[src/rtl/contador_pkg.sv]
// Shared types and constants for the Lab 2 up/down counter family.
package contador_pkg;

    localparam int unsigned CONTADOR_DEFAULT_WIDTH = 4;

    typedef enum logic [1:0] {
        IDLE  = 2'd0,
        RUN   = 2'd1,
        PAUSE = 2'd2,
        DONE  = 2'd3
    } estado_t;

endpackage

[src/rtl/contador_ascendente.sv]
// Up counter with run-time limit, start/stop control, preload, wrap pulse and sticky overflow.
// Optional saturation mode (hold at limit, DONE state) enabled by CONTADOR_ASC_SATURATE_EN.
module contador_ascendente
    import contador_pkg::*;
#(
    parameter int unsigned width = CONTADOR_DEFAULT_WIDTH
) (
    input  logic             clk,
    input  logic             reset,
    input  logic             start,
    input  logic             stop,
    input  logic             load,
    input  logic [width-1:0] d,
    input  logic [width-1:0] limit,
    input  logic             clr_ovf,
    output logic [width-1:0] y,
    output logic             wrap,
    output logic             ovf,
    output logic             running
);

    estado_t          r_estado;
    estado_t          w_estado_next;
    logic             r_running;
    logic [width-1:0] r_y;
    logic [width-1:0] w_y_next;
    logic             r_wrap;
    logic             w_wrap_next;
    logic             r_ovf;
    logic             w_ovf_next;

    logic             w_at_limit;
    logic             w_run_step;
    logic [width-1:0] w_d_clamped;
    logic [width-1:0] w_y_inc;

    // A limit lowered below y mid-run still counts as reached.
    assign w_at_limit  = (r_y >= limit);
    assign w_run_step  = (r_estado == RUN) && !stop;
    assign w_d_clamped = (d > limit) ? limit : d;
    assign w_y_inc     = r_y + width'(1);

    // State register; running tracks the state being entered.
    always_ff @(posedge clk) begin
        if (reset) begin
            r_estado  <= IDLE;
            r_running <= 1'b0;
        end else begin
            r_estado  <= w_estado_next;
            r_running <= (w_estado_next == RUN);
        end
    end

    always_comb begin
        w_estado_next = r_estado;
        case (r_estado)
            IDLE, PAUSE: begin
                if (start && !stop) begin
                    w_estado_next = RUN;
                end
            end
            RUN: begin
                if (stop) begin
                    w_estado_next = PAUSE;
                end
`ifdef CONTADOR_ASC_SATURATE_EN
                else if (w_at_limit && !load) begin
                    w_estado_next = DONE;
                end
`endif
            end
`ifdef CONTADOR_ASC_SATURATE_EN
            DONE: begin
                if (start) begin
                    w_estado_next = RUN;
                end
            end
`endif
            default: w_estado_next = IDLE;
        endcase
    end

    // Datapath: load beats increment; a wrap sets ovf even when clr_ovf is high.
    always_comb begin
        w_y_next    = r_y;
        w_wrap_next = 1'b0;
        w_ovf_next  = r_ovf & ~clr_ovf;
        if (load) begin
            w_y_next = w_d_clamped;
        end else if (w_run_step) begin
            if (w_at_limit) begin
`ifdef CONTADOR_ASC_SATURATE_EN
                w_y_next = limit;
`else
                w_y_next    = '0;
                w_wrap_next = 1'b1;
                w_ovf_next  = 1'b1;
`endif
            end else begin
                w_y_next = w_y_inc;
`ifdef CONTADOR_ASC_SATURATE_EN
                w_wrap_next = (w_y_inc == limit);
`endif
            end
        end
`ifdef CONTADOR_ASC_SATURATE_EN
        else if ((r_estado == DONE) && start) begin
            w_y_next = '0;
        end
`endif
    end

    always_ff @(posedge clk) begin
        if (reset) begin
            r_y    <= '0;
            r_wrap <= 1'b0;
            r_ovf  <= 1'b0;
        end else begin
            r_y    <= w_y_next;
            r_wrap <= w_wrap_next;
            r_ovf  <= w_ovf_next;
        end
    end

    assign y       = r_y;
    assign wrap    = r_wrap;
    assign ovf     = r_ovf;
    assign running = r_running;

endmodule

[config.mk]
export PLATFORM = sky130hd
export DESIGN_NAME = contador_ascendente
export DESIGN_NICKNAME = d
export VERILOG_FILES = /design/src/rtl/contador_pkg.sv /design/src/rtl/contador_ascendente.sv
export SDC_FILE = /design/constraint.sdc
export NUM_CORES = 1
export LEC_CHECK = 0
export ABC_CLOCK_PERIOD_IN_PS = 2050
export CAP_MARGIN = 20
export CORE_UTILIZATION = 39
export DETAILED_ROUTE_END_ITERATION = 6
export PLACE_DENSITY_LB_ADDON = 0.05
export SYNTH_ARGS = -nofsm -noshare
export SYNTH_HDL_FRONTEND = slang
export SYNTH_SLANG_ARGS = --single-unit
export TNS_END_PERCENT = 50
[constraint.sdc]
create_clock -name clk -period 2.05 [get_ports clk]
set_input_delay 0.3075 -clock clk [delete_from_list [all_inputs] [get_ports clk]]
set_output_delay 0.3075 -clock clk [all_outputs]
set_load 0.005 [all_outputs]
# Yosys cells after proc, flatten, opt, wreduce, memory -nomap -nowiden
# Cells that the tools add are included.
dict set report totals {
  regBits 9
  input_bits 14
  output_inout_bits 7
  word_cells 32
}
dict set report classes {
  addsub 1
  n_lt_le_gt_ge 2
  n_eq_ne 3
  muxes 11
  bitwise 3
  reduce_logical 7
}
# op n
set op_table {}
lappend op_table {{two-way mux 4 bit} 4}
lappend op_table {{adder 4 x 1 -> 4 bit, second input constant} 1}
lappend op_table {{== test 2 x 1 -> 1 bit, second input constant} 2}
lappend op_table {{>= comparator 4 bit} 1}
lappend op_table {{greater-than comparator 4 bit} 1}
lappend op_table {{two-way mux 1 bit} 4}
lappend op_table {{two-way mux 2 bit} 2}
lappend op_table {{one-hot mux 2 bit (2 select lines)} 1}
lappend op_table {{OR reduction 3 bit} 1}
lappend op_table {{== test 2 bit, second input constant} 1}
lappend op_table {{logical AND 1 bit} 2}
lappend op_table {{logical NOT 2 bit} 1}
lappend op_table {{NOT 1 bit} 2}
lappend op_table {{nonzero test 2 bit} 1}
lappend op_table {{OR reduction 2 bit} 1}
lappend op_table {{bitwise AND 1 bit} 1}
lappend op_table {{logical NOT 1 bit} 1}

# Logic depth before layout (Yosys ltp)
# Gate-level depths: netlist (run 1).
dict set report logic_depth {
  depth_word 5
  depth_mapped 7
  mapped_depth_nobuf 7
}

# Worst setup path before layout (run 1)
# OpenSTA, ideal clock, no wires.
dict set report synth_path {
  path_type {flip-flop to flip-flop}
  startpoint {register r_y[0], in the netlist y[0]}
  endpoint {register r_y[2], in the netlist y[2]}
  setup_time_ps 95
  arrival_ps 1869
  required_time_ps 1955
  setup_slack_ps 86
  path_stages_with_launch 8
  path_buffers 0
  period_less_slack_ps 1964
  cell_sequence {dfxtp_1 -> inv_1 -> ha_1 -> nand2b_1 -> a2111oi_1 -> or2_2 -> o21ai_0 -> a221oi_1}
}
dict set report synth_between {
  elab_chain_len 4
  word_cells_on_any_way 5
  cone_classes {add/sub: 1; order compare: 1; mux: 3}
}
# element line
set synth_lines {}
lappend synth_lines {{start: declaration} contador_ascendente.sv:25} ;# logic [width-1:0] r_y;
lappend synth_lines {{start signal: assignment} contador_ascendente.sv:119} ;# r_y <= w_y_next;
lappend synth_lines {{adder 4 x 1 -> 4 bit or >= comparator 4 bit (tied branches)} {contador_ascendente.sv:41, contador_ascendente.sv:38}}
lappend synth_lines {{two-way mux 4 bit (*)} contador_ascendente.sv:91} ;# if (w_at_limit) begin
lappend synth_lines {{two-way mux 4 bit (*)} contador_ascendente.sv:90} ;# end else if (w_run_step) begin
lappend synth_lines {{two-way mux 4 bit (*)} contador_ascendente.sv:88} ;# if (load) begin
# Mark *: on every way between the ends. The rest lies on a longest branch, timed or not. The select of a mux whose other input is x is not followed.
# A chain may end at the register's enable or synchronous reset.

# Worst setup path after layout (run 1)
dict set report layout_path {
  startpoint {input limit[0]}
  endpoint {register r_y[2], in the netlist y[2]}
}
dict set report layout_between {
  elab_chain_len 4
  word_cells_on_any_way 6
  cone_classes {order compare: 2; mux: 4}
}
# element line
set layout_lines {}
lappend layout_lines {{start: declaration} contador_ascendente.sv:14} ;# input logic [width-1:0] limit,
lappend layout_lines {{>= comparator 4 bit} contador_ascendente.sv:38} ;# assign w_at_limit = (r_y >= limit);
lappend layout_lines {{two-way mux 4 bit} contador_ascendente.sv:91}
lappend layout_lines {{two-way mux 4 bit} contador_ascendente.sv:90}
lappend layout_lines {{two-way mux 4 bit (*)} contador_ascendente.sv:88}
# Marks and branches as above.

==> results.txt, run 1 <==
----------------------------------------------------
[Run status]
  Run status ... completed

[STA]
  Final-report hold violation count ... 0
  Final setup violation count ... 0
  Max Clk Rate ... around 490 MHz
  Pins Over Slew Limit ... 0
  Unrepaired setup endpoints after global routing ... yes
  Worst Skew ... 0.00356 ns
  Crit share post-route ... 0.993
  Clock period minus final worst setup slack ... 2.04 ns
  Tightest Pin Transition ... roughly 0.34 ns
  Max_slew headroom ... 0.773

[Synthesis]
  Number of cells produced by synthesis ... 73
  Post-synthesis cell type with the largest combined area ... dfxtp_1
  Synth Area in Compound Gates ... 0.233
  Multiplexer fraction of the synthesized cell area ... 0.0627
  Number of distinct standard cells referenced by the synthesized netlist ... 27
  Async set-or-reset flop fraction in the synthesized netlist ... 0
  Number of synthesized flops with an enable pin ... 0
  Flip-flop and latch count after synthesis ... 9
  Fraction of synthesized cell area in xor and xnor cells ... 0
  Share of synthesized cell area in and, or, nand and nor gates ... 0.182
  Register area share after synthesis ... 0.282
  Syn avg cell area ... about 9 um2
  Area fraction of the dominant cell type after synthesis ... 0.282
  Fraction of the mapped netlist area in adder cells ... 0.176
  Top cells by area in the synthesized netlist ... dfxtp_1 (28%), ha_1 (18%), mux2i_1 (6.3%)
  Yosys warning count ... 0
  Post-synthesis instance area ... around 640 um2
  Largest family of logic cells by synthesized area ... compound AO/OA/AOI/OAI gates
  Prevailing post-synth register cell ... dfxtp_1
  Net count of the mapped netlist ... 96

[Routing]
  Number of vias per cell after detailed routing ... roughly 5.2
  Met1 layer wirelength in the final routing ... 715 um
  Top Layer Used ... met3
  Vias post-DR ... 624
  DRC errors left ... 0
  Wire length per cell after detailed routing ... 11.7 um
  DR iter-0 viols ... 6
  Count of nets left with antenna violations after detail routing ... 0
  Drt total wl ... about 1.4 mm
  Met2 WL ... 617 um
  First-pass iteration count of the detailed router ... 4
  Met3 layer wire length in the routed design ... around 63 um

[CTS]
  Clock slew at the register clock pins of the worst setup and hold paths ... about 0.060 ns
  Clock root buffer master ... clkbuf_4
  Worst-Skew Late Latency ... around 0.26 ns
  TritonCTS clock tree ... built
  Number of buffers created by CTS ... 3
  Sink Count ... 9
  Maximum level of the CTS H-tree ... 1
  Post-CTS Hold Buffers ... 0
  Number of buffers between clock root and the deepest sink ... 2

[Worst setup path]
  Worst path cell trace ... clkdlybuf4s50_1 -> ha_1 -> nand2b_1 -> a2111oi_4 -> or2_2 -> o21ai_0 -> a221oi_1
  Crit path launch type ... input pin
  CP max stage delay ... slightly below 0.5 ns
  Type of destination of the critical path ... flop
  Critical path start-end classification ... in -> reg
  Maximum net fanout on the critical path ... 4
  Buffer and inverter count on the worst path ... 1
  Dominant delay contributor by cell family on the critical path ... compound AO/OA/AOI/OAI gates
  Critical Path Slowest Stage Cell ... clkdlybuf4s50_1
  Required @ worst endpoint ... 2.21 ns
  CP Data Arrival Time ... between 2 and 2.5 ns

[Placed design]
  Estimated wirelength of the detail-placed design ... between 1 and 1.5 mm
  IO buf count ... 20
  Weighted congestion at the end of routability-driven global placement ... 0.768
  Placed Cells ... 115
  Area after DPL ... ~910 um2

[Finish]
  Finished layout cell area ... around 960 um2
  Number of non-filler instances in the completed layout ... around 120
  Area growth from synthesis to layout ... 50.4%
  Share of cells above drive strength 1 ... 0.165
  Fill cell total of the finished layout ... roughly 130
  Final nets ... approximately 130
  Antenna Diode Count ... 0

[Pwr]
  Power density normalized to cell area ... around 550 mW/mm2
  Peak ir drop on the vdd network ... a little under 0.4 mV
  Reported leakage power ... a little over 0.4 nW

[Global routing]
  Via count of the first global-routing pass ... about 550
  Total gr overflow ... 0
  Antenna violations before repair ... 0
  Largest net degree at the start of global routing ... 10
  GRT Total Usage ... 0.167
  First-pass GRT wire length ... 2.29 mm

[Floorplan]
  Horizontal die dimension ... roughly 42 um
  Floorplan row count ... 14
  Initial Util ... 0.419
  Area of the die ... around 0.0018 mm2
  Chip Height ... ~42 um
  Floorplan core area ... between 0.0015 and 0.002 mm2
  Top Ports ... 21

[Worst hold path]
  Worst min-delay path category ... reg -> reg

[Flow run]
  Max cap viols ... 0

----------------------------------------------------
[what timing repair did]
item,CTS,global route
buffers inserted,0,0
gates resized for setup,0,3
endpoints found under the setup margin,0,4
endpoints found under the hold margin,0,0
[flip-flops by register name, indices dropped and copies added, names as in the netlist]
register and flops:
ovf 1, r_estado 2, running 1, wrap 1
y 4
[synthesized netlist by cell type, types with 2 or more instances]
master,n
a211oi_1,5
a21oi_1,6
a221oi_1,2
buf_2,2
dfxtp_1,9
ha_1,9
inv_1,7
mux2i_1,4
nand2_1,2
nand2b_1,4
nand3_1,2
nor2_1,2
o21a_1,2
o21ai_0,2
or2_2,2
or3_1,2
[tightest hold or removal path: stages, from the launching register on]
cell	delay [ns]
dfxtp_1	0.32
nand2_1	0.05
a21oi_1	0.05
[final timing paths]
path / startpoint / endpoint / slack (ns) / depth (start not counted)
hold reg to reg: r_estado[1] / r_estado[1] / 0.47 / 2
setup reg to reg: y[0] / y[2] / 0.11 / 7
setup / recovery: limit[0] / y[2] / 0.01 / 7
hold / removal: r_estado[1] / r_estado[1] / 0.47 / 2
[where the power goes]
part / internal, mW / total, mW / switching, mW
combinational: 0.116 / 0.193 / 0.0771
sequential: 0.186 / 0.196 / 0.0108
clock: 0.0750 / 0.136 / 0.0610
[through the flow]
stage	TNS [ns]	power (mW)	worst slack [ns]	utilization	hold WS, ns
5_1_grt	-0.0584	0.561	-0.0245	0.630	0.483
6_report	0	0.526	0.0136	0.630	0.472
2_1_floorplan	0	0.289	0.0856	-	0.386
3_3_place_gp	-0.988	0.376	-0.222	0.599	0.461
4_1_cts	0	0.521	0.00173	0.616	0.477
3_5_place_dp	-1.13	0.378	-0.282	0.599	0.468
[placed cells by master, fill, tap and decap left out]
master / count
o21a_1: 2
ha_1: 9
nor2_1: 2
a2bb2oi_2: 1
nand4_1: 1
a221oi_1: 2
or2b_1: 1
a211oi_1: 5
inv_1: 7
nor2b_1: 1
or3b_1: 1
a2111oi_4: 1
dfxtp_1: 9
nand2b_1: 4
a31oi_1: 1
a21o_1: 1
nor3b_1: 1
nor3_1: 1
a21oi_1: 5
a21oi_2: 1
buf_4: 9
or2_2: 2
o21ai_0: 2
nand2_1: 2
clkdlybuf4s50_1: 20
mux2i_1: 4
or3_1: 2
clkbuf_4: 3
nand3_1: 2
clkbuf_1: 1
[kinds of logic (layout without fill, tap and decap cells)]
kind of cell | count (synthesis) | in the layout
adders and majority gates | 9 | 9
AOI/OAI and AO/OA | 21 | 21
muxes | 4 | 4
DFF | 9 | 9
buffers and inverters | 10 | 40
and+or+nand+nor | 20 | 20
[metal layers]
metal | global-route usage | vias to the layer above
met5 | 0 | -
met4 | 0.0563 | 0
met3 | 0.0647 | 0
met2 | 0.249 | 21
met1 | 0.219 | 275
li1 | - | 328
[cell type report]
cell class                      instances  area, um2  area share
Multi-Input combinational cell         54        439       0.458
Sequential cell                         9        180       0.188
Inverter                                7       26.3      0.0274
Clock buffer                            4       26.3      0.0274
Timing Repair Buffer                   29        268       0.279
Tap cell                               16       20.0      0.0209
Power figures use the tool's default switching activity.
==> inputs of run 2 (changes only) <==
CORE_MARGIN = 1.5   (was default)
==> results.txt, run 2 (synthesis results as in run 1) <==
----------------------------------------------------
[Routing]
  Drt total wl ... between 1 and 1.5 mm
  Vias post-DR ... 614
  DRC errors left ... 0
  Number of vias per cell after detailed routing ... between 5 and 6
  Wire length per cell after detailed routing ... 11.8 um
  First-pass iteration count of the detailed router ... 4
  DR iter-0 viols ... 5
  Count of nets left with antenna violations after detail routing ... 0

[Worst setup path]
  CP max stage delay ... 0.47 ns
  Worst path cell trace ... clkdlybuf4s50_1 -> inv_1 -> ha_1 -> a2111oi_4 -> or2_4 -> o21ai_0 -> a221oi_1
  Critical path start-end classification ... in -> reg
  Type of destination of the critical path ... flop
  Crit path launch type ... input pin
  CP Data Arrival Time ... roughly 2.1 ns
  Dominant delay contributor by cell family on the critical path ... compound AO/OA/AOI/OAI gates
  Buffer and inverter count on the worst path ... 2
  Startpoint of the lowest-slack register-to-register path ... y[0]
  Maximum net fanout on the critical path ... 4
  Required @ worst endpoint ... around 2.2 ns
  Critical Path Slowest Stage Cell ... clkdlybuf4s50_1
  Launch point of the worst path ... limit[1]

[Pwr]
  Power density normalized to cell area ... ~550 mW/mm2
  Sw Pwr ... 147 uW
  Fraction of power consumed by the clock network ... 0.255
  Fraction of power consumed by combinational cells ... 0.373
  Reported leakage power ... roughly 0.41 nW
  Total Power Consumption ... about 530 uW
  Peak ir drop on the vdd network ... between 0.3 and 0.4 mV
  Total internal power ... approximately 380 uW
  Sequential share of power ... 0.373
  Sw frac ... 0.278

[Global routing]
  First-pass GRT wire length ... 2.53 mm
  GRT Total Usage ... 0.178
  Antenna violations before repair ... 0
  Total gr overflow ... 0
  Largest net degree at the start of global routing ... 10
  Via count of the first global-routing pass ... about 580

[CTS]
  Clock root buffer master ... clkbuf_4
  Clock slew at the register clock pins of the worst setup and hold paths ... 0.06 ns
  TritonCTS clock tree ... built
  Sink Count ... 9
  Number of buffers created by CTS ... 3
  Maximum level of the CTS H-tree ... 1
  Number of buffers between clock root and the deepest sink ... 2
  Worst-Skew Late Latency ... ~0.26 ns
  Post CTS Setup Buffer Count ... 0

[STA]
  Final setup slack of the worst path ... about 0.14 ns
  Pins Over Slew Limit ... 0
  Tightest Pin Transition ... 0.364 ns
  Crit share post-route ... 0.930
  Unrepaired setup endpoints after global routing ... no
  Worst Skew ... around 0.0068 ns
  Final-report hold violation count ... 0
  Minimum hold slack ... 0.473 ns
  Clock period minus final worst setup slack ... roughly 1.9 ns
  Max_slew headroom ... 0.757
  Max Clk Rate ... 524 MHz
  Final setup violation count ... 0
  Setup TNS ... 0 ns

[Finish]
  Sequential cell area ... 180 um2
  Number of non-filler instances in the completed layout ... between 100 and 150
  Final nets ... 127
  Antenna Diode Count ... 0
  Share of cells above drive strength 1 ... 0.175
  Commonest cells after routing, fill and taps aside ... clkdlybuf4s50_1 (20), ha_1 (9), dfxtp_1 (9), buf_4 (9), inv_1 (7)
  Number of flip-flops under the largest register name ... 4
  Fill cell total of the finished layout ... ~160
  Most common library cell in the layout ignoring fill and taps ... clkdlybuf4s50_1
  Area growth from synthesis to layout ... 51.8%
  Multi-input combinational cell area ... 448 um2

[Floorplan]
  Chip Height ... approximately 43 um
  Floorplan row count ... 14
  Floorplan core area ... between 0.0015 and 0.002 mm2
  Initial Util ... 0.419
  Top Ports ... 21
  Horizontal die dimension ... around 43 um
  Area of the die ... between 0.0015 and 0.002 mm2

[Placed design]
  Dpl ws ... -0.266 ns
  Weighted congestion at the end of routability-driven global placement ... 0.755
  Placed Cells ... roughly 120
  IO buf count ... 20
  Estimated wirelength of the detail-placed design ... roughly 1.1 mm

[Worst hold path]
  Hold Crit Start ... ovf
  Worst min-delay path category ... reg -> reg

[Run status]
  Run status ... completed

[Flow run]
  Max cap viols ... 0

----------------------------------------------------
-- run 2: stage by stage --
| stage | util | instance area, um2 |
|---|---|---|
| global placement | 0.599 | 912 |
| finish | 0.635 | 968 |
| detailed placement | 0.599 | 912 |
| floorplan | - | 638 |
| global route | 0.635 | 968 |
| CTS | 0.619 | 943 |
-- run 2: path summary, 6_finish.rpt --
check / end / slack (ns) / cells past startpoint
max: y[2] / 0.14 / 7
min: ovf / 0.47 / 2
max reg2reg: y[2] / 0.26 / 7
min reg2reg: ovf / 0.47 / 2
-- run 2: worst register-to-register path, delay by kind of cell (launching register included) --
family | cells | cell delay [ns]
AO/OA/AOI/OAI | 3 | 0.68
adder cells (fa/ha/maj) | 1 | 0.28
AND/OR/NAND/NOR | 2 | 0.38
buffers and inverters | 1 | 0.06
flip-flops | 1 | 0.32
-- run 2: final cells by class --
type                            instances  area share
Clock buffer                            4      0.0271
Timing Repair Buffer                   29       0.276
Inverter                                7      0.0271
Sequential cell                         9       0.186
Tap cell                               16      0.0207
Multi-Input combinational cell         54       0.463
-- run 2: power by group through the flow --
stage                     Clock [mW]  Sequential, mW  Combinational [mW]
final                          0.134           0.197               0.197
after global routing           0.151           0.199               0.220
after CTS                      0.143           0.197               0.182
after detailed placement           0           0.200               0.178
after global placement             0           0.200               0.176
after floorplan                    0           0.200              0.0888
-- run 2: routing by layer --
metal  vias to the layer above  global-route usage  share of wire  routed length [um]
li1                        334                   -              -                   -
met1                       269               0.253           0.52                 729
met2                        11               0.260           0.43                 606
met3                         0              0.0750          0.046                  64
met4                         0              0.0182              0                   0
met5                         -                   0              0                   0
-- run 2: timing repair --
item | in CTS | in global routing
gates resized for setup | 1 | 5
setup endpoints to repair | 1 | 3
gates cloned | 0 | 0
pin swaps | 0 | 2
hold buffers | 0 | 0
